--- config.mk ---
export PLATFORM = sky130hd
export DESIGN_NAME = ps2_rx_frame
export DESIGN_NICKNAME = d
export VERILOG_FILES = /design/src/rtl/ps2_rx_frame_pkg.sv /design/src/rtl/ps2_line_filter.sv /design/src/rtl/ps2_rx_frame.sv
export SDC_FILE = /design/constraint.sdc
export NUM_CORES = 1
export LEC_CHECK = 0
export BUFFER_PORTS_ARGS = -buffer_cell sky130_fd_sc_hd__buf_2
export CAP_MARGIN = 10
export CORE_MARGIN = 3
export CORE_UTILIZATION = 53
export CTS_BUF_LIST = sky130_fd_sc_hd__clkbuf_4 sky130_fd_sc_hd__clkbuf_8 sky130_fd_sc_hd__clkbuf_16
export CTS_CLUSTER_DIAMETER = 50
export CTS_CLUSTER_SIZE = 30
export DETAILED_ROUTE_END_ITERATION = 7
export GPL_TIMING_DRIVEN = 0
export PLACE_DENSITY = 0.74
export SLEW_MARGIN = 20
export SYNTH_ARGS = -nofsm -noshare
export SYNTH_HDL_FRONTEND = slang
export SYNTH_SLANG_ARGS = --single-unit
export TNS_END_PERCENT = 50
--- constraint.sdc ---
create_clock -name clk -period 1.6 [get_ports clk]
set_input_delay 0.32 -clock clk [delete_from_list [all_inputs] [get_ports clk]]
set_output_delay 0.32 -clock clk [all_outputs]
set_load 0.02 [all_outputs]
--- src/rtl/ps2_rx_frame_pkg.sv ---
// Shared definitions for the PS/2 receive frame decoder: FSM state
// encoding, frame geometry, default parameter values and the parity helper.
package ps2_rx_frame_pkg;

    typedef enum logic [1:0] {
        ST_IDLE   = 2'd0,
        ST_DATA   = 2'd1,
        ST_PARITY = 2'd2,
        ST_STOP   = 2'd3
    } ps2_state_t;

    // start + 8 data + parity + stop
    localparam int unsigned FRAME_BITS = 11;
    localparam int unsigned DATA_BITS  = FRAME_BITS - 3;

    localparam logic [15:0] TIMEOUT_DEFAULT    = 16'd10000;
    localparam int unsigned FILTER_LEN_DEFAULT = 8;

    // Odd parity: the data bits plus the parity bit must hold an odd number of ones.
    function automatic logic odd_parity_ok(input logic [7:0] data, input logic par);
        return ^{data, par};
    endfunction

endpackage

--- src/rtl/ps2_line_filter.sv ---
// Two-flop synchronizer for one raw PS/2 line followed by an optional
// glitch filter. FILTER_LEN == 0 bypasses the filter (used for ps2_data,
// which is only sampled on a clean ps2_clk edge). With FILTER_LEN > 0 the
// output level changes only after FILTER_LEN consecutive samples that
// differ from it. All flops reset to 1 (idle line).
module ps2_line_filter
    import ps2_rx_frame_pkg::*;
#(
    parameter int unsigned FILTER_LEN = FILTER_LEN_DEFAULT
) (
    input  logic clk,
    input  logic rst,
    input  logic line,
    output logic level
);

    logic sync1_r;
    logic sync2_r;

    // Metastability guard: bring the asynchronous line into the clk domain.
    always_ff @(posedge clk or posedge rst) begin
        if (rst) begin
            sync1_r <= 1'b1;
            sync2_r <= 1'b1;
        end else begin
            sync1_r <= line;
            sync2_r <= sync1_r;
        end
    end

    generate
        if (FILTER_LEN == 0) begin : g_bypass
            assign level = sync2_r;
        end else begin : g_filter
            localparam int unsigned CW = $clog2(FILTER_LEN + 1);

            logic [CW-1:0] cnt_r;
            logic          level_r;

            // Count consecutive disagreeing samples; flip the level once enough accumulate.
            always_ff @(posedge clk or posedge rst) begin
                if (rst) begin
                    cnt_r   <= '0;
                    level_r <= 1'b1;
                end else if (sync2_r == level_r) begin
                    cnt_r   <= '0;
                    level_r <= level_r;
                end else if (cnt_r == CW'(FILTER_LEN - 1)) begin
                    cnt_r   <= '0;
                    level_r <= sync2_r;
                end else begin
                    cnt_r   <= cnt_r + CW'(1);
                    level_r <= level_r;
                end
            end

            assign level = level_r;
        end
    endgenerate

endmodule

--- src/rtl/ps2_rx_frame.sv ---
// PS/2 device-to-host frame receiver. Synchronizes and filters the PS/2
// lines, strobes on each falling edge of the filtered clock and decodes
// the 11-bit frame (start, 8 data LSB first, odd parity, stop).
// Optional build macro PS2_RX_PARITY_CHK_EN: when defined, a parity
// mismatch is reported on rx_err; otherwise the parity bit is ignored.
module ps2_rx_frame
    import ps2_rx_frame_pkg::*;
#(
    parameter logic [15:0] TIMEOUT    = TIMEOUT_DEFAULT,
    parameter int unsigned FILTER_LEN = FILTER_LEN_DEFAULT
) (
    input  logic       clk,
    input  logic       rst,
    input  logic       ps2_clk,
    input  logic       ps2_data,
    input  logic       rx_en,
    output logic [7:0] rx_data,
    output logic       rx_valid,
    output logic       rx_err,
    output logic       busy
);

    ps2_state_t  state_r;
    ps2_state_t  state_nxt_s;
    logic        clk_f_s;
    logic        data_f_s;
    logic        clk_prev_r;
    logic        strobe_s;
    logic [2:0]  bit_cnt_r;
    logic [2:0]  bit_cnt_nxt_s;
    logic [7:0]  shift_r;
    logic [7:0]  shift_nxt_s;
    logic [15:0] wdog_r;
    logic [15:0] wdog_nxt_s;
    logic        timeout_s;
    logic        parity_ok_s;
    logic        load_s;
    logic        err_s;
    logic [7:0]  rx_data_r;
    logic        rx_valid_r;
    logic        rx_err_r;
    logic        busy_r;

    ps2_line_filter #(.FILTER_LEN(FILTER_LEN)) u_clk_filter (
        .clk   (clk),
        .rst   (rst),
        .line  (ps2_clk),
        .level (clk_f_s)
    );

    ps2_line_filter #(.FILTER_LEN(0)) u_data_filter (
        .clk   (clk),
        .rst   (rst),
        .line  (ps2_data),
        .level (data_f_s)
    );

    // A disabled receiver ignores edges entirely; the edge detector keeps
    // tracking the line so re-enabling cannot produce a stale strobe.
    assign strobe_s = rx_en & clk_prev_r & ~clk_f_s;

    // The watchdog fires on the cycle that completes TIMEOUT strobe-less cycles.
    assign timeout_s = (state_r != ST_IDLE) && !strobe_s && (wdog_r >= (TIMEOUT - 16'd1));

`ifdef PS2_RX_PARITY_CHK_EN
    logic parity_r;

    // Capture the parity bit so it can be checked when the stop bit arrives.
    always_ff @(posedge clk or posedge rst) begin
        if (rst) begin
            parity_r <= 1'b0;
        end else if ((state_r == ST_PARITY) && strobe_s) begin
            parity_r <= data_f_s;
        end else begin
            parity_r <= parity_r;
        end
    end

    assign parity_ok_s = odd_parity_ok(shift_r, parity_r);
`else
    assign parity_ok_s = 1'b1;
`endif

    // Next-state, shift register and result decode for the frame FSM.
    always_comb begin
        state_nxt_s   = state_r;
        bit_cnt_nxt_s = bit_cnt_r;
        shift_nxt_s   = shift_r;
        load_s        = 1'b0;
        err_s         = 1'b0;
        if (!rx_en) begin
            state_nxt_s   = ST_IDLE;
            bit_cnt_nxt_s = 3'd0;
        end else if (timeout_s) begin
            state_nxt_s   = ST_IDLE;
            bit_cnt_nxt_s = 3'd0;
            err_s         = 1'b1;
        end else if (strobe_s) begin
            case (state_r)
                ST_IDLE: begin
                    if (!data_f_s) begin
                        state_nxt_s   = ST_DATA;
                        bit_cnt_nxt_s = 3'd0;
                    end else begin
                        state_nxt_s   = ST_IDLE;
                    end
                end
                ST_DATA: begin
                    shift_nxt_s = {data_f_s, shift_r[7:1]};
                    if (bit_cnt_r == 3'(DATA_BITS - 1)) begin
                        state_nxt_s   = ST_PARITY;
                        bit_cnt_nxt_s = 3'd0;
                    end else begin
                        bit_cnt_nxt_s = bit_cnt_r + 3'd1;
                    end
                end
                ST_PARITY: begin
                    state_nxt_s = ST_STOP;
                end
                ST_STOP: begin
                    state_nxt_s = ST_IDLE;
                    if (data_f_s && parity_ok_s) begin
                        load_s = 1'b1;
                    end else begin
                        err_s  = 1'b1;
                    end
                end
                default: begin
                    state_nxt_s   = ST_IDLE;
                    bit_cnt_nxt_s = 3'd0;
                end
            endcase
        end else begin
            state_nxt_s = state_r;
        end
    end

    // Watchdog: cleared by activity or idleness, otherwise counts and saturates.
    always_comb begin
        wdog_nxt_s = wdog_r;
        if ((state_r == ST_IDLE) || strobe_s) begin
            wdog_nxt_s = 16'd0;
        end else if (wdog_r == TIMEOUT) begin
            wdog_nxt_s = wdog_r;
        end else begin
            wdog_nxt_s = wdog_r + 16'd1;
        end
    end

    // FSM, datapath, watchdog and edge-detector state.
    always_ff @(posedge clk or posedge rst) begin
        if (rst) begin
            state_r    <= ST_IDLE;
            bit_cnt_r  <= 3'd0;
            shift_r    <= 8'h00;
            wdog_r     <= 16'd0;
            clk_prev_r <= 1'b1;
        end else begin
            state_r    <= state_nxt_s;
            bit_cnt_r  <= bit_cnt_nxt_s;
            shift_r    <= shift_nxt_s;
            wdog_r     <= wdog_nxt_s;
            clk_prev_r <= clk_f_s;
        end
    end

    // Registered outputs: result byte, one-cycle pulses and busy flag.
    always_ff @(posedge clk or posedge rst) begin
        if (rst) begin
            rx_data_r  <= 8'h00;
            rx_valid_r <= 1'b0;
            rx_err_r   <= 1'b0;
            busy_r     <= 1'b0;
        end else begin
            if (load_s) begin
                rx_data_r <= shift_r;
            end else begin
                rx_data_r <= rx_data_r;
            end
            rx_valid_r <= load_s;
            rx_err_r   <= err_s & ~load_s;
            busy_r     <= (state_nxt_s != ST_IDLE);
        end
    end

    assign rx_data  = rx_data_r;
    assign rx_valid = rx_valid_r;
    assign rx_err   = rx_err_r;
    assign busy     = busy_r;

endmodule
==> flow_summary.json, run 1 <==
{
  "outcome": "finished, violations left",
  "failed_checks": "setup timing",
  "p_per_area_nw_per_um2": 901.0,
  "cp_max_fo": 6,
  "antenna_found_initial": 0,
  "cp_slowest_cell": "dfrtp_1",
  "grt_setup_unrepaired": "true",
  "grt_max_degree": 39,
  "critPathBufInv": 0,
  "cts_buffers": 5,
  "firstDrtPassIters": 4,
  "grt_pass1_wl_mm": 7.438,
  "drc": 0,
  "die_area_sq_um": 5201,
  "seq_area_frac_synth_pct": 54.32,
  "cp-end-kind": "flop",
  "grt_pass1_vias": 1651,
  "avgRoutedWirePerCell_um": 16.64,
  "cts_tree": "yes",
  "ios": 16,
  "syn_avg_cell_area_sq_um": 11.88,
  "drtIter0Drc": 129,
  "clock_skew_ns": 0.009958,
  "routed_wl_mm": 4.710,
  "clockBufferDepth": 2,
  "final_cells": 283,
  "crit_family": "simple AND/OR/NAND/NOR gates",
  "num_vias": 1634,
  "dpl.cell_count": 260,
  "fmax_ghz": 0.5609,
  "final.setup.tns_ns": -0.7663,
  "worstMarginPinSlew_ns": 0.4335,
  "leakagePower_nw": 1.291,
  "syn_area_sq_um": 2317,
  "cpPeakStageDelay_ns": 0.47,
  "routabilityCongestion": 0.8668,
  "ant_nets": 0,
  "post_route_cells_drive_above_1_share_pct": 39.48,
  "initial_core_util_pct": 56.31,
  "crit_required_ns": 1.83,
  "fp-row-count": 23,
  "fin_crit_sh_pct": 111.4,
  "final_hold_viol_count": 0,
  "synthTopCellsByArea": "dfrtp_1 (48%), mux2_2 (8.3%), dfstp_2 (6.8%)",
  "final_common_cell": "dfrtp_1",
  "place.port_buffers": 14,
  "yosysUniqueCellTypes": 45,
  "cts.clk_slew.worst_paths_ns": 0.10,
  "mostFrequentLayoutCells": "dfrtp_1 (44), nor2_1 (20), buf_2 (15), buf_4 (13), xnor2_1 (12)",
  "fin_util_pct": 69.38,
  "synth.top_cell.area_share_pct": 47.52,
  "synth_nets": 205,
  "htree_levels": 2,
  "nets": 242,
  "worst_slack_ns": -0.1830,
  "worstPathCellList": "ha_4 -> nand2_1 -> or3_1 -> or4_1 -> nand2_1",
  "path_class": "flop to flop",
  "dp.final_hpwl_mm": 2.990,
  "drv_slew": 0,
  "ff_latch_area_sq_um": 1259,
  "cts.sinks": 50,
  "multiInputGateArea_sq_um": 1096,
  "vdd_drop_max_mv": 0.6849,
  "fillers": 299,
  "start_kind": "flop",
  "period_needed_ns": 1.783,
  "relSlewSlack_pct": 71.10,
  "die_h_um": 72.12,
  "hold_class": "input port to flop",
  "clkLatencyLatePin_ns": 0.30,
  "cts-root-buf": "clkbuf_8",
  "setup_viol_count_final": 17,
  "track_usage_pct": 18.14,
  "vias_per_cell": 5.774,
  "synth_top_cell_by_area": "dfrtp_1",
  "syn2layout_area_growth_pct": 23.22,
  "ys_warn_count": 0,
  "cpMostUsedCell": "nand2_1",
  "fin_hold_ws_ns": 0.1163,
  "chipWidth_um": 72.12,
  "synth_cells": 195,
  "overflow": 0,
  "arrival_ns": 2.01,
  "synth-seq-cells": 50,
  "coreArea_sq_um": 4115,
  "n_antenna_cell": 0,
  "max_cap_violations": 0
}
## final timing paths
path,start,to,slack [ns],depth (start not counted)
setup / recovery,wdog_r[0],wdog_r[14],-0.18,5
hold / removal,ps2_clk,u_clk_filter.sync1_r,0.12,1
setup reg to reg,wdog_r[0],wdog_r[14],-0.18,5
hold reg to reg,u_data_filter.sync1_r,u_data_filter.level,0.36,0
max in group asynchronous,rst,u_data_filter.level,0.54,4
min in group asynchronous,rst,rx_valid,0.51,3
## layer usage
| metal | vias up | share of wire [%] | track usage [%] |
|---|---|---|---|
| met4 | 0 | 1.3 | 5.010 |
| met5 | - | 0 | 0 |
| met1 | 821 | 41 | 21.54 |
| met3 | 8 | 3.0 | 4.571 |
| li1 | 770 | - | - |
| met2 | 35 | 55 | 32.46 |
## cells by family after synthesis
kind of cell               share of synthesized area [%]
AOI/OAI and AO/OA                                  6.695
xor gates and xnor gates                           4.914
adders and majority gates                          2.700
buffers and inverters                              4.050
DFF                                                54.32
muxes                                              8.693
and+or+nand+nor                                    18.63
## sequential cells by signal, indices dropped and copies added, names as in the netlist
signal and count:
clk_prev_r 1, state_r 2, bit_cnt_r 3, rx_data 8, u_clk_filter.level 1, u_data_filter.level 1, u_clk_filter.sync1_r 1, shift_r 8
rx_err 1, u_data_filter.sync1_r 1, busy 1, u_clk_filter.g_filter.cnt_r 4, wdog_r 16, rx_valid 1, u_clk_filter.sync2_r 1
## Yosys cell counts
cell type  instances
a21o_1             1
dfstp_2            6
o2111a_1           1
nand3_1            7
nand4_1            3
nand3b_1           2
nor2b_1            2
or2b_1             1
mux2i_1            1
o211ai_1           1
nor4_1             5
buf_16             1
nor2_1            20
or4_1              1
and4bb_2           1
or3_2              1
or3_1              3
o21ai_1            1
a22oi_1            3
dfrtp_1           44
a41o_1             1
a21oi_1            5
a211o_1            1
nand3_2            1
and4_1             1
buf_6              2
or3_4              1
nand2_1            6
xor2_1             1
o21a_1             1
and3_1             3
nor3b_2            4
nor3b_1            1
buf_2              2
nor3_1             8
inv_1              7
o21a_4             1
clkbuf_1           2
ha_1               5
nand4_2            1
mux2_2            17
o21ai_0            5
xnor2_1           12
and3b_1            1
o311a_1            1
## final cells by class
cell class | instances | share of cell area (%)
Sequential cell | 50 | 44.08
Multi-Input combinational cell | 131 | 38.39
Buffer | 6 | 2.454
Tap cell | 50 | 2.191
Clock buffer | 5 | 2.410
Clock inverter | 3 | 1.665
Inverter | 7 | 1.096
Timing Repair Buffer | 31 | 7.713
## power breakdown
part	switching [W]	leakage, nW	total, W	internal (W)
registers	0.0000541	0.675	0.00140	0.00135
logic	0.000150	0.558	0.000278	0.000128
clock network	0.000420	0.0587	0.000894	0.000474
total	0.000624	1.29	0.00257	0.00195
## repair_timing
action / CTS / global route
endpoints found under the hold margin: 12 / 0
buffers inserted: 10 / 5
setup endpoints to repair: 34 / 28
gates resized for setup: 6 / 25
hold buffers: 1 / 0
pin swaps: 7 / 6
## metrics by stage
step | total power (W) | setup WS [ns] | cell area (sq um)
2_1_floorplan | 0.001595 | -0.02938 | 2322
3_3_place_gp | 0.001633 | -0.3969 | 2455
3_5_place_dp | 0.001664 | -0.1611 | 2475
4_1_cts | 0.002573 | -0.1021 | 2710
5_1_grt | 0.002692 | -0.2047 | 2855
6_report | 0.002573 | -0.1830 | 2855
No activity file was read; power rests on OpenSTA's default activity.
==> inputs of run 2 (changes only) <==
Settings changed: ABC_AREA set to 1, BUFFER_PORTS_ARGS -buffer_cell sky130_fd_sc_hd__buf_2 to -buffer_cell sky130_fd_sc_hd__buf_4, CAP_MARGIN 10 to 20, CORE_UTILIZATION 53 to 54, PLACE_DENSITY 0.74 to 0.75.
==> run 2 against run 1 <==
The run now ends clean. Critical path type unchanged. Die area increased by 1.1%. Largest cell class unchanged. First-iteration DRC count fell by 35%. Non-clock buffer count decreased by 18. Highest routed layer unchanged. Maximum frequency rose by 19%.
==> flow_summary.json, run 2 <==
{
  "post_dp_cell_area_sq_um": 2584,
  "cts_setup_buffers": 0,
  "coreArea_sq_um": 4144,
  "ios": 16,
  "yosysUniqueCellTypes": 29,
  "drc": 0,
  "grt_setup_unrepaired": "false",
  "ant_nets": 0,
  "synth_cells": 263,
  "synth_top_cell_by_area": "dfrtp_1",
  "dpl.cell_count": 329,
  "largest-register": "wdog_r",
  "clock_skew_ns": 0.004439,
  "fp-row-count": 23,
  "drtIter0Drc": 84,
  "routabilityCongestion": 0.8502,
  "vdd_drop_max_mv": 0.6320,
  "leakagePower_nw": 1.279,
  "pwr-share-clk_pct": 36.4,
  "yosys.area_share.simple_pct": 24.83,
  "final_common_cell": "nand2_1",
  "synth_top_family_by_area": "simple AND/OR/NAND/NOR gates",
  "synth-compound-area-share_pct": 9.900,
  "post_route_cells_drive_above_1_share_pct": 21.60,
  "synth_nets": 273,
  "avgRoutedWirePerCell_um": 12.02,
  "n_antenna_cell": 0,
  "seq_area_frac_synth_pct": 52.70,
  "drv_slew": 0,
  "syn_area_sq_um": 2389,
  "track_usage_pct": 16.94,
  "vias_per_cell": 5.142,
  "ys.flop_type": "dfrtp_1",
  "reg2reg_to": "wdog_r[5]",
  "yosysMostFrequentCell": "nand2_1",
  "htree_levels": 2,
  "p_comb_share_pct": 7.6,
  "reg2reg_from": "u_clk_filter.level",
  "yosys-top-cells-count": "nand2_1 (47), dfrtp_1 (44), nor2_1 (40), inv_1 (36), nand3_1 (18)",
  "mostFrequentLayoutCells": "nand2_1 (47), dfrtp_1 (44), nor2_1 (40), inv_1 (35), nand3_1 (18)",
  "seq_power_share_pct": 56.1,
  "synthTopCellsByArea": "dfrtp_1 (46%), nand2_1 (7.4%), dfstp_2 (6.6%)",
  "fillers": 334,
  "synth_fa_ha_area_share_pct": 2.619,
  "grt_max_degree": 33,
  "nets": 296,
  "outcome": "finished, final reports clean",
  "path_class": "flop to flop",
  "grt_pass1_vias": 1570,
  "ff2ff_setup_slack_ns": 0.11,
  "synth-seq-cells": 50,
  "relSlewSlack_pct": 72.58,
  "p_sw_w": 0.0005540,
  "final.setup.tns_ns": 0,
  "overflow": 0,
  "largest_register_ff_count": 16,
  "fmax_ghz": 0.6690,
  "synthMuxAreaShare_pct": 0,
  "async_reset_ff_share_pct": 100.0,
  "cp_max_fo": 10,
  "grt_pass1_wl_mm": 6.879,
  "synthXorXnorAreaFrac_pct": 2.567,
  "period_needed_ns": 1.495,
  "final_cells": 337,
  "clkLatencyLatePin_ns": 0.30,
  "setup_viol_count_final": 0,
  "cts.repair.resized": 0,
  "start_kind": "flop",
  "die_area_sq_um": 5257,
  "clockBufferDepth": 2,
  "chipWidth_um": 72.51,
  "power_w": 0.002459,
  "firstDrtPassIters": 4,
  "final_hold_viol_count": 0,
  "cts_hold_buf": 0,
  "ys_warn_count": 0,
  "cts-root-buf": "clkbuf_8",
  "worstMarginPinSlew_ns": 0.4108,
  "die_h_um": 72.51,
  "reg2regPathDepth": 7,
  "p_int_w": 0.001905,
  "crit_required_ns": 1.82,
  "antenna_found_initial": 0,
  "p_per_area_nw_per_um2": 911.4,
  "fin_util_pct": 65.10,
  "initial_core_util_pct": 57.64,
  "cp-end-kind": "flop",
  "routed_wl_mm": 4.052,
  "place.port_buffers": 15,
  "cts.clk_slew.worst_paths_ns": 0.08,
  "syn2layout_area_growth_pct": 12.94,
  "cts_tree": "yes",
  "hold_class": "input port to async pin",
  "arrival_ns": 1.71,
  "swShare_pct": 22.53,
  "startpoint": "u_clk_filter.level",
  "post-route-cell-area_sq_um": 2698,
  "fin_crit_sh_pct": 93.42,
  "dp.final_hpwl_mm": 2.910,
  "synth.top_cell.area_share_pct": 46.10,
  "cts_buffers": 5,
  "syn_avg_cell_area_sq_um": 9.082,
  "cts.sinks": 50,
  "num_vias": 1733,
  "max_cap_violations": 0,
  "synth_enable_flop_cells": 0,
  "crit_path_end": "wdog_r[5]"
}
run 2: power groups by stage:
stage	Clock, W	Sequential (W)	Combinational (W)
after floorplan	0	0.00140	0.000142
after global placement	0	0.00140	0.000182
after detailed placement	0	0.00141	0.000189
after CTS	0.000920	0.00138	0.000191
after global routing	0.000955	0.00139	0.000222
final	0.000894	0.00138	0.000186
run 2: kinds of logic (layout without fill, tap and decap cells):
logic type	count (synthesis)	count (layout)
xor+xnor	7	7
compound gates	35	35
flops	50	50
fa+ha+maj	5	5
buf+inv	41	65
simple gates	125	125
run 2: metal layers:
| metal | part of all wire [%] | wire length, um | track usage (%) |
|---|---|---|---|
| met1 | 47 | 1894 | 22.78 |
| met2 | 47 | 1918 | 26.49 |
| met3 | 4.4 | 177 | 4.709 |
| met4 | 1.5 | 62 | 5.943 |
| met5 | 0 | 0 | 0 |
run 2: how the worst min path moves through the flow:
stage	startpoint	to	slack, ns
3_3_place_gp	u_clk_filter.sync1_r	u_clk_filter.sync2_r	0.35
4_1_cts	rst	wdog_r[0]	0.02
5_1_grt	rst	wdog_r[2]	0.03
6_report	rst	wdog_r[12]	0.008
3_5_place_dp	rst	wdog_r[0]	0.35
2_1_floorplan	ps2_clk	u_clk_filter.sync1_r	0.32
run 2: worst max-delay path, cell delays in order (launching register included):
cell and delay (ns):
dfstp_2 0.56, inv_2 0.05, nand3_4 0.09, inv_1 0.08
nor2_2 0.17, buf_6 0.17, inv_2 0.09, nor3b_2 0.19
run 2: area by class of cell:
type | instances | area, sq um | area share (%)
flip-flops and latches | 50 | 1259 | 46.66
multi-input cells | 172 | 953.4 | 35.34
inverters | 38 | 142.6 | 5.288
repair buffers | 16 | 132.6 | 4.916
clock buffers | 7 | 83.83 | 3.108
well taps | 50 | 62.56 | 2.319
plain buffers | 3 | 33.78 | 1.252
clock inverters | 1 | 30.03 | 1.113
run 2: metrics by stage:
step	hold WS [ns]	setup WS, ns
after floorplan	0.3245	0.08876
after global placement	0.3464	-0.5367
after detailed placement	0.3472	0.1569
after CTS	0.01571	0.08537
after global routing	0.02765	0.002011
final	0.007794	0.1053
